File: src/rtl/usb_pkg.sv
// Shared USB host definitions: RX packet-type encoding and host FSM states.
package usb_pkg;

  localparam logic [1:0] RX_NONE = 2'b00;
  localparam logic [1:0] RX_ACK  = 2'b01;
  localparam logic [1:0] RX_NAK  = 2'b10;
  localparam logic [1:0] RX_DATA = 2'b11;

  typedef enum logic [3:0] {
    S_IDLE      = 4'd0,
    S_TOKEN_IN  = 4'd1,
    S_WAIT_DATA = 4'd2,
    S_SEND_ACK  = 4'd3,
    S_TOKEN_OUT = 4'd4,
    S_SEND_DATA = 4'd5,
    S_WAIT_HS   = 4'd6,
    S_RETRY     = 4'd7,
    S_DONE      = 4'd8,
    S_ERROR     = 4'd9
  } host_state_t;

endpackage

File: src/rtl/bulk_timeout_timer.sv
// Wait-state cycle counter. expired is high on the last allowed cycle,
// i.e. after TIMEOUT_CYC cycles of count_en following a clear.
// Ports: clk, rst (async, active high), clear (synchronous zero),
//        count_en (advance one per cycle), expired (combinational flag).
module bulk_timeout_timer #(
  parameter int unsigned TIMEOUT_CYC = 16
) (
  input  logic clk,
  input  logic rst,
  input  logic clear,
  input  logic count_en,
  output logic expired
);

  localparam int unsigned TW = $clog2(TIMEOUT_CYC);

  logic [TW-1:0] cnt;

  // Counter: clear has priority over counting.
  always_ff @(posedge clk or posedge rst) begin
    if (rst) begin
      cnt <= '0;
    end else if (clear) begin
      cnt <= '0;
    end else if (count_en) begin
      cnt <= cnt + TW'(1);
    end
  end

  assign expired = count_en && (cnt == TW'(TIMEOUT_CYC - 1));

endmodule

File: src/rtl/bulk_host_initiator.sv
// Host-side bulk transaction initiator: issues IN/OUT tokens, moves DATA and
// handshakes through shared TX/RX engines, and retries on NAK/unexpected/timeout.
// Ports: clk, rst (async, active high); requests start_in/start_out/abort;
//        engine status tx_complete, rx_valid, rx_type; engine controls tx_en,
//        send_in_tok, send_out_tok, send_data, send_ack, rx_en; status busy,
//        xfer_done, xfer_err, retry_cnt. All outputs are registered.
module bulk_host_initiator
  import usb_pkg::*;
#(
  parameter int unsigned TIMEOUT_CYC = 16,
  parameter int unsigned MAX_RETRY   = 3
) (
  input  logic                           clk,
  input  logic                           rst,
  input  logic                           start_in,
  input  logic                           start_out,
  input  logic                           abort,
  input  logic                           tx_complete,
  input  logic                           rx_valid,
  input  logic [1:0]                     rx_type,
  output logic                           tx_en,
  output logic                           send_in_tok,
  output logic                           send_out_tok,
  output logic                           send_data,
  output logic                           send_ack,
  output logic                           rx_en,
  output logic                           busy,
  output logic                           xfer_done,
  output logic                           xfer_err,
  output logic [$clog2(MAX_RETRY+1)-1:0] retry_cnt
);

  localparam int unsigned RW = $clog2(MAX_RETRY + 1);

  host_state_t state;
  host_state_t nxt;
  logic        dir_in;
  logic        in_wait;
  logic        expired;

  assign in_wait = (state == S_WAIT_DATA) || (state == S_WAIT_HS);

  // Timer is held at zero outside the wait states, so it starts from zero on entry.
  bulk_timeout_timer #(
    .TIMEOUT_CYC(TIMEOUT_CYC)
  ) u_timer (
    .clk      (clk),
    .rst      (rst),
    .clear    (!in_wait),
    .count_en (in_wait),
    .expired  (expired)
  );

  // Next-state decode; a received packet beats a coinciding timeout, abort beats all.
  always_comb begin
    nxt = state;
    case (state)
      S_IDLE: begin
        if (start_in)       nxt = S_TOKEN_IN;
        else if (start_out) nxt = S_TOKEN_OUT;
      end
      S_TOKEN_IN:  if (tx_complete) nxt = S_WAIT_DATA;
      S_WAIT_DATA: begin
        if (rx_valid)     nxt = (rx_type == RX_DATA) ? S_SEND_ACK : S_RETRY;
        else if (expired) nxt = S_RETRY;
      end
      S_SEND_ACK:  if (tx_complete) nxt = S_DONE;
      S_TOKEN_OUT: if (tx_complete) nxt = S_SEND_DATA;
      S_SEND_DATA: if (tx_complete) nxt = S_WAIT_HS;
      S_WAIT_HS: begin
        if (rx_valid)     nxt = (rx_type == RX_ACK) ? S_DONE : S_RETRY;
        else if (expired) nxt = S_RETRY;
      end
      S_RETRY: begin
        if (retry_cnt == RW'(MAX_RETRY)) nxt = S_ERROR;
        else                             nxt = dir_in ? S_TOKEN_IN : S_TOKEN_OUT;
      end
      S_DONE:  nxt = S_IDLE;
      S_ERROR: nxt = S_IDLE;
      default: nxt = S_IDLE;
    endcase
    if (abort) nxt = S_IDLE;
  end

  // State, direction, retry counter and outputs; outputs decode the state being entered
  // so they line up with the registered state.
  always_ff @(posedge clk or posedge rst) begin
    if (rst) begin
      state        <= S_IDLE;
      dir_in       <= 1'b0;
      retry_cnt    <= '0;
      tx_en        <= 1'b0;
      send_in_tok  <= 1'b0;
      send_out_tok <= 1'b0;
      send_data    <= 1'b0;
      send_ack     <= 1'b0;
      rx_en        <= 1'b0;
      busy         <= 1'b0;
      xfer_done    <= 1'b0;
      xfer_err     <= 1'b0;
    end else begin
      state <= nxt;
      if (state == S_IDLE && nxt != S_IDLE) dir_in <= start_in;

      if (nxt == S_IDLE)                                      retry_cnt <= '0;
      else if (state == S_RETRY && nxt != S_ERROR)            retry_cnt <= retry_cnt + RW'(1);

      send_in_tok  <= (nxt == S_TOKEN_IN);
      send_out_tok <= (nxt == S_TOKEN_OUT);
      send_data    <= (nxt == S_SEND_DATA);
      send_ack     <= (nxt == S_SEND_ACK);
      tx_en        <= (nxt == S_TOKEN_IN) || (nxt == S_TOKEN_OUT) ||
                      (nxt == S_SEND_DATA) || (nxt == S_SEND_ACK);
      rx_en        <= (nxt == S_WAIT_DATA) || (nxt == S_WAIT_HS);
      busy         <= (nxt != S_IDLE);
      xfer_done    <= (nxt == S_DONE);
      xfer_err     <= (nxt == S_ERROR);
    end
  end

endmodule

File: config.mk
export PLATFORM = sky130hd
export DESIGN_NAME = bulk_host_initiator
export DESIGN_NICKNAME = d
export VERILOG_FILES = /design/src/rtl/usb_pkg.sv /design/src/rtl/bulk_timeout_timer.sv /design/src/rtl/bulk_host_initiator.sv
export SDC_FILE = /design/constraint.sdc
export NUM_CORES = 1
export LEC_CHECK = 0
export ABC_AREA = 1
export BUFFER_PORTS_ARGS = -buffer_cell sky130_fd_sc_hd__buf_4
export CAP_MARGIN = 20
export CORE_UTILIZATION = 53
export DETAILED_ROUTE_END_ITERATION = 6
export GPL_TIMING_DRIVEN = 0
export PLACE_DENSITY_LB_ADDON = 0.1
export SYNTH_ARGS = -nofsm -noshare
export SYNTH_HDL_FRONTEND = slang
export SYNTH_SLANG_ARGS = --single-unit
File: constraint.sdc
create_clock -name clk -period 1.9 [get_ports clk]
set_clock_uncertainty 0.15 [all_clocks]
set_input_delay 0.285 -clock clk [delete_from_list [all_inputs] [get_ports clk]]
set_output_delay 0.285 -clock clk [all_outputs]
set_load 0.05 [all_outputs]
==> results.ini <==
[status]
run_status=finished, final reports clean

[die]
dieArea_sq_um=2250
ios=20
num_rows=16
start_util_pct=56.3
fp.coreArea_sq_um=1940
die_w_microns=47.4
fp.dieH_microns=47.4

[synthesis]
yosysSeqAreaShare_pct=45.8
ys_types=18
synth_most_common_cell=nand2_1
synth_commonest_cells=34 x nand2_1, 25 x nor2_1, 20 x dfrtp_1, 20 x inv_1, 13 x nand3_1
syn_nets=157
syn_avg_cell_area_sq_um=7.48
synthFlopType=dfrtp_1
ys_top_cells_by_area=dfrtp_1 46%, nand2_1 12%, nor2_1 8.6%
synth_top_area_cell=dfrtp_1
syn_inst=146
synth_top_area_share_pct=45.8
synth-edff-count=0
ys_ff_latch=20
yosysWarnings=0
synthArstFlopShare_pct=100
synthesis.area_sq_um=1090

[worst_setup_path]
end_kind=register
r2r_start=state[1]$_DFF_PP0_
r2r_slack_ns=0.09
critical_path_arrival_ns=1.87
rr_worst_depth=11
cp.required_ns=1.96
cp-start-kind=register
r2r_end=retry_cnt[1]$_DFFE_PP0P_
cp-startpoint=state[1]$_DFF_PP0_
crit_path_max_fanout=5
critPathKind=reg -> reg
crit_path_end=retry_cnt[1]$_DFFE_PP0P_

[detailed_routing]
wire_per_inst_microns=11.5
initialDrtViolationCount=29
drt-total-wl_mm=2.32
firstDrtPassIters=5
via_per_inst=4.92
num_vias=994
remaining_drc_errors=0
drtAntennaViolNets=0

[clock_network]
clockBufferDepth=2
cts_tree=done
numCtsBuffers=3
cts-root-buf=clkbuf_4
cts_max_level=1
cts_sinks=20
clk_latency_ns=0.31
cts.reportedPaths.clkPinSlew_ns=0.11

[sta]
hold_viol_final=0
setup_violations=0
tightest_slew_ns=0.711
slew_headroom_pct=52.6
drv_slew=0
setup_slack_ns=0.0910
max_freq_mhz=553
min_period_ns=1.81
period_share_pct=95.2
tns_ns=0
rsz0062_at_grt=true

[grt]
grt_pass1_vias=810
grt_pass1_wl_mm=3.35
use_met3_pct=3.46
grt_max_degree=21
grtUsageTotal_pct=22.1
grtUsageMet2_pct=35.6
grt-ovfl-total=0
top_usage_layer=met2
grt.met1_usage_pct=28.5
antenna_found_initial=0

[cells_and_area]
fin_util_pct=73.1
stdcell_area_sq_um=1420
fin_cells=202
fin_nets=187
drive_gt1_share_pct=35.4
syn_to_final_growth_pct=29.9
diodes=0

[place]
place.gp.congestion=0.867
placed_area_sq_um=1270
placed_cells=192
port_buffers=19
dpl.hpwl_mm=1.63
dp_slack_ns=-0.00928

[power]
p_leak_nw=0.787
vdd_ir_drop_max_mv=0.963
p_int_mw=1.02
pwr-share-comb_pct=54.7
power.density_nw_per_um2=1330
p_sw_share_pct=46.3
seq_power_share_pct=32.1
power_frac_clock_pct=13.1
p_sw_mw=0.877

[worst_hold_path]
holdPathStages=3
hp-class=in -> reg
hold_path.startpoint=start_in

[job]
max_cap_violations=0

-- power by group through the flow --
stage / registers, mW / logic [mW] / clock network (mW)
4_1_cts: 0.587 / 0.928 / 0.248
3_5_place_dp: 0.594 / 0.886 / 0
5_1_grt: 0.618 / 1.13 / 0.261
6_report: 0.608 / 1.04 / 0.249
3_3_place_gp: 0.594 / 0.875 / 0
2_1_floorplan: 0.809 / 0.450 / 0
-- layout make-up --
type | instances | area (sq um)
plain buffers | 1 | 11.3
clock buffers | 4 | 36.3
fillers | 154 | 523
inverters | 24 | 90.1
multi-input cells | 101 | 549
flip-flops and latches | 20 | 505
well taps | 27 | 33.8
repair buffers | 25 | 193
-- layer usage --
metal,vias up,share of wire (%),wire length [microns]
met4,0,2.2,50
met1,456,45,1040
met3,5,2.8,65
li1,510,-,-
met2,23,50,1170
met5,-,0,0
-- state kept, by name, summed over array words and instances, names as in the netlist --
name	cells
state	4
u_timer.cnt	4
retry_cnt	2
busy	1
dir_in	1
rx_en	1
send_ack	1
send_data	1
send_in_tok	1
send_out_tok	1
tx_en	1
xfer_done	1
xfer_err	1
-- timing repair --
item                                   CTS  global route
resized for setup                        0            18
pin swaps                                1             4
setup endpoints to repair                2             7
hold buffers                             2             0
endpoints found under the hold margin   21             0
buffers inserted                         2             2
-- kinds of logic after synthesis --
logic type	after synthesis	share of synthesized area, %
simple gates	90	38.3
flops	20	45.8
compound gates	9	4.35
buf+inv	25	9.28
fa+ha+maj	2	2.29
-- critical path, stage by stage (launching register included) --
cell     delay [ns]
dfrtp_1        0.49
inv_2          0.08
nor2_2         0.16
nand2_1        0.08
nor2_2         0.11
nor2_2         0.06
nor2_4         0.12
nand4_1        0.17
nand2_2        0.13
nand2_2        0.06
nand2_1        0.06
nand2_1        0.04
-- placed cells by master (no fill, tap or decap) --
| cell type | synthesis | routed |
|---|---|---|
| buf_6 | 1 | 1 |
| nand3_1 | 13 | 13 |
| nor2_2 | 6 | 8 |
| nor2_4 | 1 | 5 |
| nand2_4 | 1 | 1 |
| ha_1 | 2 | 1 |
| clkbuf_4 | 0 | 3 |
| o21bai_1 | 1 | 1 |
| inv_2 | 4 | 4 |
| nand2_2 | 4 | 7 |
| nor3_1 | 2 | 2 |
| inv_1 | 20 | 20 |
| a21oi_2 | 0 | 1 |
| nand2_1 | 34 | 31 |
| clkbuf_8 | 0 | 1 |
| dfrtp_1 | 20 | 16 |
| dfrtp_2 | 0 | 4 |
| buf_4 | 0 | 23 |
| ha_4 | 0 | 1 |
| nand4_1 | 1 | 1 |
| o21ai_0 | 4 | 4 |
| nor2_1 | 25 | 19 |
| nand3_2 | 3 | 3 |
| a21oi_1 | 4 | 3 |
| dlygate4sd3_1 | 0 | 2 |
-- how the worst min path moves through the flow --
stage / to / slack (ns)
after detailed placement: send_data$_DFF_PP0_ / 0.30
after global placement: send_data$_DFF_PP0_ / 0.29
after CTS: dir_in$_DFFE_PP0P_ / 0.07
final: dir_in$_DFFE_PP0P_ / 0.08
after global routing: dir_in$_DFFE_PP0P_ / 0.1
after floorplan: busy$_DFF_PP0_ / 0.1
-- stage by stage --
| stage | power [mW] | hold WS, ns |
|---|---|---|
| floorplan | 1.26 | 0.0987 |
| global placement | 1.47 | 0.288 |
| detailed placement | 1.48 | 0.298 |
| CTS | 1.76 | 0.0734 |
| global route | 2.01 | 0.0988 |
| finish | 1.89 | 0.0759 |
(Power assumes the default switching activity.)
